### config.mk
export PLATFORM = sky130hd
export DESIGN_NAME = raster_walker_flat
export DESIGN_NICKNAME = d
export VERILOG_FILES = /design/src/rtl/raster_pkg.sv /design/src/rtl/raster_walker_if.sv /design/src/rtl/axis_stepper.sv /design/src/rtl/raster_walker.sv /design/src/flat_wrapper.sv
export SDC_FILE = /design/constraint.sdc
export NUM_CORES = 1
export LEC_CHECK = 0
export CORE_MARGIN = 1
export CORE_UTILIZATION = 62
export CTS_BUF_LIST = sky130_fd_sc_hd__clkbuf_4
export CTS_CLUSTER_DIAMETER = 60
export DETAILED_ROUTE_END_ITERATION = 6
export PLACE_DENSITY = 0.89
export RECOVER_POWER = 100
export SLEW_MARGIN = 20
export SYNTH_ARGS = -nofsm -noshare
export SYNTH_HDL_FRONTEND = slang
export SYNTH_HIERARCHICAL = 1
export SYNTH_SLANG_ARGS = --single-unit
### constraint.sdc
create_clock -name clock -period 9.4 [get_ports clock]
set_input_delay 2.35 -clock clock [delete_from_list [all_inputs] [get_ports clock]]
set_output_delay 2.35 -clock clock [all_outputs]
set_load 0.005 [all_outputs]
### src/rtl/raster_pkg.sv
// Shared types for the raster walker: FSM/direction encodings and latched frame config.
package raster_pkg;

  // Strides are carried at this width internally so one config type serves any grid size.
  localparam int STRIDE_BITS = 16;

  typedef enum logic {IDLE, RUN} walk_state_e;
  typedef enum logic {DIR_POS, DIR_NEG} walk_dir_e;

  typedef struct packed {
    logic                   serpentine;
    logic                   continuous;
    logic [STRIDE_BITS-1:0] dx;
    logic [STRIDE_BITS-1:0] dy;
  } walk_cfg_t;

  // A zero stride would never advance; it is promoted to 1.
  function automatic logic [STRIDE_BITS-1:0] nz_stride(input logic [STRIDE_BITS-1:0] s);
    return (s == '0) ? STRIDE_BITS'(1) : s;
  endfunction

endpackage

### src/rtl/raster_walker_if.sv
// Coordinate stream interface: valid/ready handshake plus position and frame markers.
interface raster_walker_if #(
  parameter int XBITS = 10,
  parameter int YBITS = 9
);
  logic             out_valid;
  logic             out_ready;
  logic [XBITS-1:0] out_x;
  logic [YBITS-1:0] out_y;
  logic             out_sof;
  logic             out_eol;
  logic             out_eof;

  modport master (
    output out_valid, out_x, out_y, out_sof, out_eol, out_eof,
    input  out_ready
  );

  modport slave (
    input  out_valid, out_x, out_y, out_sof, out_eol, out_eof,
    output out_ready
  );
endinterface

### src/rtl/axis_stepper.sv
// One axis of the walk: advance a position by a stride in either direction and flag
// when the step would leave the [0, LIMIT) range (the current position is the last).
module axis_stepper
  import raster_pkg::*;
#(
  parameter int BITS  = 10,
  parameter int LIMIT = 640
) (
  input  logic [BITS-1:0]        pos,
  input  logic [STRIDE_BITS-1:0] stride,
  input  walk_dir_e              dir,
  output logic [BITS-1:0]        next,
  output logic                   wrap
);

  localparam logic [STRIDE_BITS:0] LIM = (STRIDE_BITS+1)'(LIMIT);

  logic [STRIDE_BITS:0] sum;
  logic [BITS-1:0]      diff;

  // Forward step uses one extra bit so an overshoot past LIMIT is never lost to overflow.
  always_comb begin
    sum  = {1'b0, STRIDE_BITS'(pos)} + {1'b0, stride};
    diff = pos - BITS'(stride);
    if (dir == DIR_POS) begin
      wrap = (sum >= LIM);
      next = BITS'(sum);
    end else begin
      wrap = (STRIDE_BITS'(pos) < stride);
      next = diff;
    end
  end

endmodule

### src/rtl/raster_walker.sv
// 2-D coordinate generator: walks a WIDTH x HEIGHT grid with run-time strides,
// raster or serpentine order, single-shot or continuous frames, with backpressure.
module raster_walker
  import raster_pkg::*;
#(
  parameter int  WIDTH  = 640,
  parameter int  HEIGHT = 480,
  parameter int  FBITS  = 16,
  localparam int XBITS  = $clog2(WIDTH),
  localparam int YBITS  = $clog2(HEIGHT)
) (
  input  logic             clock,
  input  logic             reset_n,
  input  logic             start,
  input  logic             abort,
  input  logic             serpentine,
  input  logic             continuous,
  input  logic [XBITS-1:0] dx,
  input  logic [YBITS-1:0] dy,
  raster_walker_if.master  out,
  output logic             busy,
  output logic [FBITS-1:0] frame_count
);

  walk_state_e      state;
  walk_dir_e        dir;
  walk_cfg_t        cfg;
  logic [XBITS-1:0] x;
  logic [YBITS-1:0] y;
  logic             valid;
  logic             sof;

  logic [XBITS-1:0] x_next;
  logic [YBITS-1:0] y_next;
  logic             row_end;
  logic             frame_end;
  logic             beat;

  axis_stepper #(.BITS(XBITS), .LIMIT(WIDTH)) u_x_step (
    .pos    (x),
    .stride (cfg.dx),
    .dir    (dir),
    .next   (x_next),
    .wrap   (row_end)
  );

  axis_stepper #(.BITS(YBITS), .LIMIT(HEIGHT)) u_y_step (
    .pos    (y),
    .stride (cfg.dy),
    .dir    (DIR_POS),
    .next   (y_next),
    .wrap   (frame_end)
  );

  assign beat = valid & out.out_ready;

  // Row/frame markers depend only on registered position, so they hold steady under stall.
  assign out.out_valid = valid;
  assign out.out_x     = x;
  assign out.out_y     = y;
  assign out.out_sof   = sof;
  assign out.out_eol   = valid & row_end;
  assign out.out_eof   = valid & row_end & frame_end;
  assign busy          = (state == RUN);

  // Walk FSM: latch config on start, advance one coordinate per accepted beat.
  always_ff @(posedge clock or negedge reset_n) begin
    if (!reset_n) begin
      state       <= IDLE;
      dir         <= DIR_POS;
      cfg         <= '0;
      x           <= '0;
      y           <= '0;
      valid       <= 1'b0;
      sof         <= 1'b0;
      frame_count <= '0;
    end else if (abort) begin
      state <= IDLE;
      valid <= 1'b0;
      sof   <= 1'b0;
    end else begin
      case (state)
        IDLE: begin
          if (start) begin
            cfg.serpentine <= serpentine;
            cfg.continuous <= continuous;
            cfg.dx         <= nz_stride(STRIDE_BITS'(dx));
            cfg.dy         <= nz_stride(STRIDE_BITS'(dy));
            x              <= '0;
            y              <= '0;
            dir            <= DIR_POS;
            valid          <= 1'b1;
            sof            <= 1'b1;
            state          <= RUN;
          end
        end
        RUN: begin
          if (beat) begin
            sof <= 1'b0;
            if (row_end) begin
              if (frame_end) begin
                frame_count <= frame_count + 1'b1;
                if (cfg.continuous) begin
                  // Restart reuses the latched strides/modes; inputs are not re-sampled.
                  x   <= '0;
                  y   <= '0;
                  dir <= DIR_POS;
                  sof <= 1'b1;
                end else begin
                  state <= IDLE;
                  valid <= 1'b0;
                end
              end else begin
                y <= y_next;
                if (cfg.serpentine) begin
                  // Serpentine keeps x and reverses, so the next row retraces this one.
                  dir <= (dir == DIR_POS) ? DIR_NEG : DIR_POS;
                end else begin
                  x <= '0;
                end
              end
            end else begin
              x <= x_next;
            end
          end
        end
        default: state <= IDLE;
      endcase
    end
  end

endmodule
### src/flat_wrapper.sv
// flat-port wrapper written by rule: the top's interface ports become plain ports
module raster_walker_flat import raster_pkg::*;
#(
  parameter int  WIDTH  = 640,
  parameter int  HEIGHT = 480,
  parameter int  FBITS  = 16,
  localparam int XBITS  = $clog2(WIDTH),
  localparam int YBITS  = $clog2(HEIGHT)
)
  (clock, reset_n, start, abort, serpentine, continuous, dx, dy, busy, frame_count, out_out_valid, out_out_x, out_out_y, out_out_sof, out_out_eol, out_out_eof, out_out_ready);
  raster_walker_if out_i ();
  input  logic clock;
  input  logic reset_n;
  input  logic start;
  input  logic abort;
  input  logic serpentine;
  input  logic continuous;
  input  logic [XBITS-1:0] dx;
  input  logic [YBITS-1:0] dy;
  output logic busy;
  output logic [FBITS-1:0] frame_count;
  output wire logic [$bits(out_i.out_valid)-1:0] out_out_valid;
  output wire logic [$bits(out_i.out_x)-1:0] out_out_x;
  output wire logic [$bits(out_i.out_y)-1:0] out_out_y;
  output wire logic [$bits(out_i.out_sof)-1:0] out_out_sof;
  output wire logic [$bits(out_i.out_eol)-1:0] out_out_eol;
  output wire logic [$bits(out_i.out_eof)-1:0] out_out_eof;
  input wire logic [$bits(out_i.out_ready)-1:0] out_out_ready;
  assign out_out_valid = out_i.out_valid;
  assign out_out_x = out_i.out_x;
  assign out_out_y = out_i.out_y;
  assign out_out_sof = out_i.out_sof;
  assign out_out_eol = out_i.out_eol;
  assign out_out_eof = out_i.out_eof;
  assign out_i.out_ready = out_out_ready;
  raster_walker #(.WIDTH(WIDTH), .HEIGHT(HEIGHT), .FBITS(FBITS)) u_core (.clock(clock), .reset_n(reset_n), .start(start), .abort(abort), .serpentine(serpentine), .continuous(continuous), .dx(dx), .dy(dy), .out(out_i), .busy(busy), .frame_count(frame_count));
endmodule
==> metrics.md, run 1 <==
| Metric | Value |
|---|---|
| Minimum clock period | 6.90 ns |
| Worst Setup Start Kind | flop |
| DR iter-0 viols | 223 |
| Full die area | around 8000 um2 |
| Pre-CTS WS | 3.21 ns |
| Critical path class | flop to primary output |
| Worst Path Required | 7.05 ns |
| Grt met3 use | 6.40% |
| Number of setup buffers added after CTS | 0 |
| Failing checks | max-capacitance violations, max-slew violations |
| Lkg Pwr | 2.81 nW |
| Slowest-stage cell, CP | a31oi_1 |
| Sink Count | 60 |
| Status | finished with violations |
| Maximum root-to-sink buffer count | 2 |
| TritonRoute pass-1 iters | 5 |
| Ys Warns | 6 |
| CTS clk-pin slew, worst paths | 0.10 ns |
| Global-route layer with the greatest usage | met2 |
| Worst Tran Pin Value | 3.26 ns |
| Max-cap violation count | 2 |
| Arr. time, crit path | 4.55 ns |
| Share of cells above drive strength 1 | just over 7% |
| Ant. Diodes | 0 |
| Clock Skews | 0.0197 ns |
| Number of global-route vias before repair | between 4000 and 5000 |
| Routed Antenna Nets | 0 |
| Initial core utilization | 63.6% |
| Fin area | 5960 um2 |
| Fin. Hold Viols | 0 |
| # port buffers | 65 |
| DRT Wirelength | ~12 mm |
| Max stage delay on crit path | between 0.8 and 0.9 ns |
| Placed cell area | 5850 um2 |
| Gpl congestion | about 0.9 |
| Fin. max-slew vios | 73 |
| Worst path buffer plus inverter count | 1 |
| DRC | 0 |
| Post-Synth Adder-Cell Area | 11.6% |
| Hold Buf Count CTS | 0 |
| Post-Syn Area | roughly 4900 um2 |
| Worst vdd ir | ~0.12 mV |
| Slew HR | -117% |
| Power Density | 120 nW/um2 |
| Worst-path fanout max | 9 |
| Die Span Y | 90.8 um |
| Wire length per cell | ~15 um |
| Post-synthesis mux area share | between 7 and 8% |
| Top post-synthesis cells by area | dfrtp_1, ha_1, mux2_2, inv_1, xnor2_1 |
| Largest net degree at the start of global routing | 61 |
| Compound-Gate Fraction of Synth Area | approximately 17% |
| Worst Hold Class | flop to flop |
| Post-Synthesis Cells | 557 |
| Layout area overhead | 22.0% |
| Synth Area in Simple Gates | 19.6% |
| First-pass GRT wire length | 20.3 mm |
| Area taken by flip-flops and latches | 1500 um2 |
| CTS tree | done |
| GRT Util Overall | 30.6% |
| Setup ws final | around 2.5 ns |
| EDFF count, synth | 0 |
| Synth Register Bits | 60 |
| Yosys top cell area share | 30.7% |
| Row count | 32 |
| Final period util | between 70 and 80% |
| Synth Area in XOR/XNOR | 6.63% |
| Sequential share of the synthesized area | between 30% and 40% |
| Post_cts resized | 0 |
| Asr flop ratio synth | 100% |
| Predominant post-synthesis flop cell | dfrtp_1 |
| Distinct cells, synth | 74 |
| Core area | about 7700 um2 |
| Clock Tree Root | clkbuf_4 |
| GRT Residual Overflow | 0 |
| Largest family of logic cells by synthesized area | simple AND/OR/NAND/NOR gates |
| M2 GR Usage | 53.2% |
| Final #Nets | 754 |
| I/O pins | between 60 and 70 |
| Syn_area_per_cell | 8.78 um2 |
| Multi-input gate area | 3300 um2 |
| Worst path cell trace | ha_1 -> nor3_2 -> o21ai_0 -> a211oi_1 -> nor2_1 -> or3_2 -> a221o_1 -> a31oi_1 -> and3_1 -> dlygate4sd3_1 |
| Leading area contributor after synthesis | dfrtp_1 |
| Routed vias | 4472 |
| CTS Buf Count | 9 |
| Met1 Track Usage GR | 38.5% |
| Clk Latency, worst-skew pair | 0.43 ns |
| Count of final setup violators | 0 |
| Setup TNS | 0 ns |
| Via/cell ratio | 5.65 |
| Setup crit end kind | primary output |
| Hpwl dp | 9.07 mm |
| DIE WIDTH | 90.8 um |
| Crit path max-delay family | compound AO/OA/AOI/OAI gates |
| H-tree levels | 3 |
| RSZ-0062 raised after global routing | no |
| Max Fclk | 145 MHz |
| Filler cell count in the final layout | 542 |
| Initial antenna violation count | 0 |
[flip-flops by register name, summed over array words and instances (netlist names)]
| register | flops |
|---|---|
| u_core/dir | 1 |
| u_core/busy | 1 |
| u_core/cfg | 21 |
| u_core/out.out_valid | 1 |
| u_core/out.out_y | 9 |
| u_core/frame_count | 16 |
| u_core/out.out_x | 10 |
| u_core/out.out_sof | 1 |
[cell type report]
type / count / area share (%)
clock buffer: 10 / 1.26
clock inverter: 6 / 1.32
inverter: 59 / 3.71
multi-input combinational: 487 / 55.3
sequential: 60 / 25.2
tap: 102 / 2.14
timing repair buffer: 68 / 11.1
[synth_stat cells, types with 3 or more instances]
cell type / n
and3_1: 3
clkbuf_1: 10
mux2_2: 20
nand2_1: 51
a31oi_1: 9
buf_2: 5
or4_1: 4
xnor2_1: 23
a41oi_1: 4
a22oi_1: 3
nor3b_1: 5
nor3_1: 16
nand4_1: 5
inv_1: 58
nor2b_1: 13
o21ai_0: 32
xor2_1: 14
nand3_1: 9
fa_1: 4
o211a_1: 3
o211ai_1: 3
nor4_1: 8
mux2i_1: 15
a21oi_1: 30
ha_1: 39
nor2_1: 31
or3_2: 3
dfrtp_1: 60
buf_6: 3
nand2b_1: 9
a211oi_1: 9
[cells in the final DEF (no fill, tap or decap), drive strengths merged, types with 10 or more instances in the layout]
| cell type | netlist | routed |
|---|---|---|
| clkdlybuf4s50 | 0 | 24 |
| mux2 | 20 | 20 |
| xnor2 | 23 | 23 |
| conb | 1 | 70 |
| dfrtp | 60 | 60 |
| nor2b | 14 | 14 |
| nor2 | 31 | 31 |
| o21ai | 34 | 34 |
| a21oi | 30 | 30 |
| clkbuf | 10 | 12 |
| nand2b | 10 | 10 |
| nand2 | 52 | 52 |
| ha | 39 | 39 |
| dlygate4sd3 | 0 | 40 |
| inv | 59 | 59 |
| xor2 | 14 | 14 |
| mux2i | 15 | 15 |
| nor3 | 17 | 17 |
[path summary, 6_finish.rpt]
kind                                             start                endpoint  slack [ns]  cells after the start
worst max-delay path               u_core/out.out_x[3]             out_out_eof        2.50                     10
worst min-delay path            u_core/frame_count[15]  u_core/frame_count[15]        0.47                      1
worst max register to register     u_core/out.out_x[3]  u_core/frame_count[15]        4.67                     12
worst min register to register  u_core/frame_count[15]  u_core/frame_count[15]        0.47                      1
max in group asynchronous                      reset_n     u_core/out.out_x[7]        4.46                      2
min in group asynchronous                      reset_n     u_core/out.out_x[0]        3.11                      2
[kinds of logic after synthesis]
logic type	count (synthesis)
simple gates	176
compound gates	126
buf+inv	79
flops	60
fa+ha+maj	43
xor+xnor	37
mux	35
other cells	1
[metal layers]
metal / part of all wire, % / up-vias
li1: - / 2153
met2: 49 / 159
met3: 5.6 / 29
met1: 43 / 2131
met5: 0 / -
met4: 1.8 / 0
[stage by stage]
stage / std cells / power, W / hold WS, ns / utilization (%)
finish: 792 / 0.000713 / 0.474 / 77.6
global placement: 776 / 0.000496 / 0.460 / 76.1
detailed placement: 776 / 0.000509 / 0.461 / 76.1
CTS: 792 / 0.000717 / 0.480 / 78.1
global route: 792 / 0.000753 / 0.493 / 77.6
floorplan: 626 / 0.000446 / 0.465 / -
[report_power, final]
part	internal, W	total [W]	switching [W]
registers	0.000282	0.000308	0.0000267
logic	0.0000940	0.000197	0.000103
clock network	0.000108	0.000207	0.0000988
total	0.000484	0.000713	0.000229
[worst register-to-register path, stage by stage (launching register included)]
cell	delay (ns)
dfrtp_1	0.43
ha_1	0.41
nor3_2	0.19
o21ai_0	0.21
a211oi_1	0.30
nor2_1	0.13
or3_2	0.43
a221o_1	0.36
a31oi_1	0.82
nand4_4	0.20
or4b_1	0.70
nor4_1	0.31
xor2_1	0.17
Note: power is estimated with default switching activity, not from simulation.
==> inputs of run 2 (changes only) <==
CORE_UTILIZATION = 58   (was 62)
PLACE_DENSITY = 0.84   (was 0.89)
clock period = 6.36 ns   (was 9.4 ns; I/O delays follow)
==> metrics.md, run 2 (same netlist as run 1, synthesis figures left out) <==
| Metric | Value |
|---|---|
| Clk Latency, worst-skew pair | 0.41 ns (-0.02 ns) |
| Clock Tree Root | clkbuf_4 |
| Most common cell after layout, fill and taps aside | conb_1 |
| Power Density | 164 nW/um2 (+37%) |
| End of the worst register-to-register path | u_core/frame_count[15] |
| Setup ws final | 0.648 ns (-1.85 ns) |
| Hold Path End | u_core/frame_count[15] |
| Hpwl dp | 9.00 mm (-0.69%) |
| CTS tree | done |
| DIE WIDTH | 93.8 um (+3.3%) |
| Routed vias | 4429 (-0.96%) |
| Worst-path fanout max | 9 (unchanged) |
| CTS Buf Count | 9 (unchanged) |
| Minimum clock period | 5.71 ns |
| Gpl congestion | 0.859 (-6.4%) |
| Most frequent cells in the layout | conb_1, dfrtp_1, inv_1 |
| GRT Residual Overflow | 0 (unchanged) |
| Worst Path Required | 4.77 ns (-2.28 ns) |
| Slowest-stage cell, CP | dlygate4sd3_1 |
| Slew HR | -115% (+2.1 points) |
| Largest reg by FF count | u_core/cfg |
| Flip-flop count of the largest register after layout | 21 (unchanged) |
| CTS clk-pin slew, worst paths | 0.11 ns (about the same) |
| Number of global-route vias before repair | 4383 (-0.70%) |
| GRT Util Overall | 29.2% (-1.4 points) |
| Flop2flop setup slack | 1.95 ns (-2.72 ns) |
| Post_cts resized | 0 (unchanged) |
| CP startpoint | u_core/out.out_x[4] |
| Routed Antenna Nets | 0 (unchanged) |
| Worst Tran Pin Value | 3.23 ns (-0.0317 ns) |
| I/O pins | 66 (unchanged) |
| Share of cells above drive strength 1 | 6.81% (-0.29 points) |
| Sink Count | 60 (unchanged) |
| Failing checks | max-capacitance violations, max-slew violations |
| Fin. max-slew vios | 75 (+2.7%) |
| Initial core utilization | 59.8% (-3.8 points) |
| DRC | 0 (unchanged) |
| Arr. time, crit path | 4.12 ns (-0.43 ns) |
| Count of final setup violators | 0 (unchanged) |
| Die Span Y | 93.8 um (+3.3%) |
| Layout area overhead | 20.5% |
| Core area | 8180 um2 (+6.3%) |
| Non-Filler Instances | 795 (+0.38%) |
| DRT Wirelength | 11.8 mm (-1.3%) |
| Maximum root-to-sink buffer count | 2 (unchanged) |
| DR iter-0 viols | 201 (-9.9%) |
| Max stage delay on crit path | 0.57 ns (-0.25 ns) |
| Status | finished with violations |
| Pre-CTS WS | 1.44 ns (-1.77 ns) |
| Final #Nets | 755 (+0.13%) |
| TritonRoute pass-1 iters | 5 (unchanged) |
| Startpoint of the worst hold path | u_core/frame_count[15] |
| Largest net degree at the start of global routing | 61 (unchanged) |
| Worst vdd ir | 0.144 mV (+18%) |
| Total Power | 0.000964 W (+35%) |
| Setup crit end kind | primary output |
| Worst Setup Start Kind | flop |
| Worst Hold Class | flop to flop |
| Max-cap violation count | 2 (unchanged) |
| Fin. Hold Viols | 0 (unchanged) |
| Via/cell ratio | 5.57 (-1.3%) |
| Lkg Pwr | 2.77 nW (-1.5%) |
| Initial antenna violation count | 0 (unchanged) |
| Setup TNS | 0 ns (unchanged) |
| Full die area | 8800 um2 (+6.7%) |
| Critical path class | flop to primary output |
| Ant. Diodes | 0 (unchanged) |
| H-tree levels | 3 (unchanged) |
| Clock Skews | 0.0104 ns (-0.00931 ns) |
| Final period util | 89.8% |
| RSZ-0062 raised after global routing | no |
| Placed insts | 780 (+0.52%) |
| Hold Path Depth | 1 (unchanged) |
| Number of setup buffers added after CTS | 0 (unchanged) |
| Row count | 33 (+3.1%) |
| Hold Buf Count CTS | 0 (unchanged) |
| Max Fclk | 175 MHz |
| Worst path cell trace | ha_1 -> nor3_1 -> o21ai_1 -> a211oi_1 -> nor2_1 -> or3_2 -> a221o_1 -> a31oi_1 -> clkbuf_1 -> and3_1 -> dlygate4sd3_1 |
| R2r worst-path depth | 13 (+1) |
| # port buffers | 65 (unchanged) |
| First-pass GRT wire length | 20.3 mm (about the same) |
| Worst r2r src | u_core/out.out_x[4] |
| Wire length per cell | 14.9 um (-1.7%) |
-- run 2: cell types whose count changed in the layout (fill, tap and decap cells not counted), sizes merged --
cell / before / now
bufinv: 2 / 0
clkinv: 3 / 4
clkinvlp: 1 / 2
-- run 2: critical path: cells and delay by family, from the launching register on --
family	cells	cell delay, ns
buffers and inverters	2	0.94
adders and majority gates	1	0.42
AOI/OAI and AO/OA	4	0.95
DFF	1	0.43
and+or+nand+nor	4	0.98
-- run 2: cell type report --
cell class | count | area (um2)
inverters | 59 | 221
flip-flops and latches | 60 | 1500
well taps | 105 | 131
fillers | 649 | 2280
multi-input cells | 487 | 3270
clock buffers | 9 | 67.6
clock inverters | 6 | 32.5
repair buffers | 69 | 664
-- run 2: how the worst max path moves through the flow --
stage | slack (ns) | end | depth (start not counted)
after floorplan | 2.09 | out_out_eof | 11
after global placement | 1.47 | out_out_eof | 11
after detailed placement | 1.44 | out_out_eof | 11
after CTS | 0.93 | out_out_eof | 11
after global routing | 0.41 | out_out_eof | 11
final | 0.65 | out_out_eof | 11
-- run 2: where the power goes --
part | internal (W) | switching, W | total (W)
sequential | 0.000416 | 0.0000379 | 0.000454
clock | 0.0000740 | 0.000148 | 0.000222
combinational | 0.000138 | 0.000149 | 0.000288
-- run 2: per-stage QoR --
step | hold slack (ns) | instance area (um2) | utilization [%]
CTS | 0.491 | 5960 | 72.9
finish | 0.484 | 5890 | 72.1
global placement | 0.461 | 5860 | 71.7
global route | 0.504 | 5890 | 72.1
floorplan | 0.465 | 5150 | -
detailed placement | 0.464 | 5860 | 71.7
-- run 2: routing by layer --
layer / vias up / GRT usage (%) / routed length, um
met5: - / 0 / 0
li1: 2161 / - / -
met1: 2092 / 36.8 / 5080
met4: 0 / 7.05 / 174
met3: 28 / 6.55 / 745
met2: 148 / 50.4 / 5830
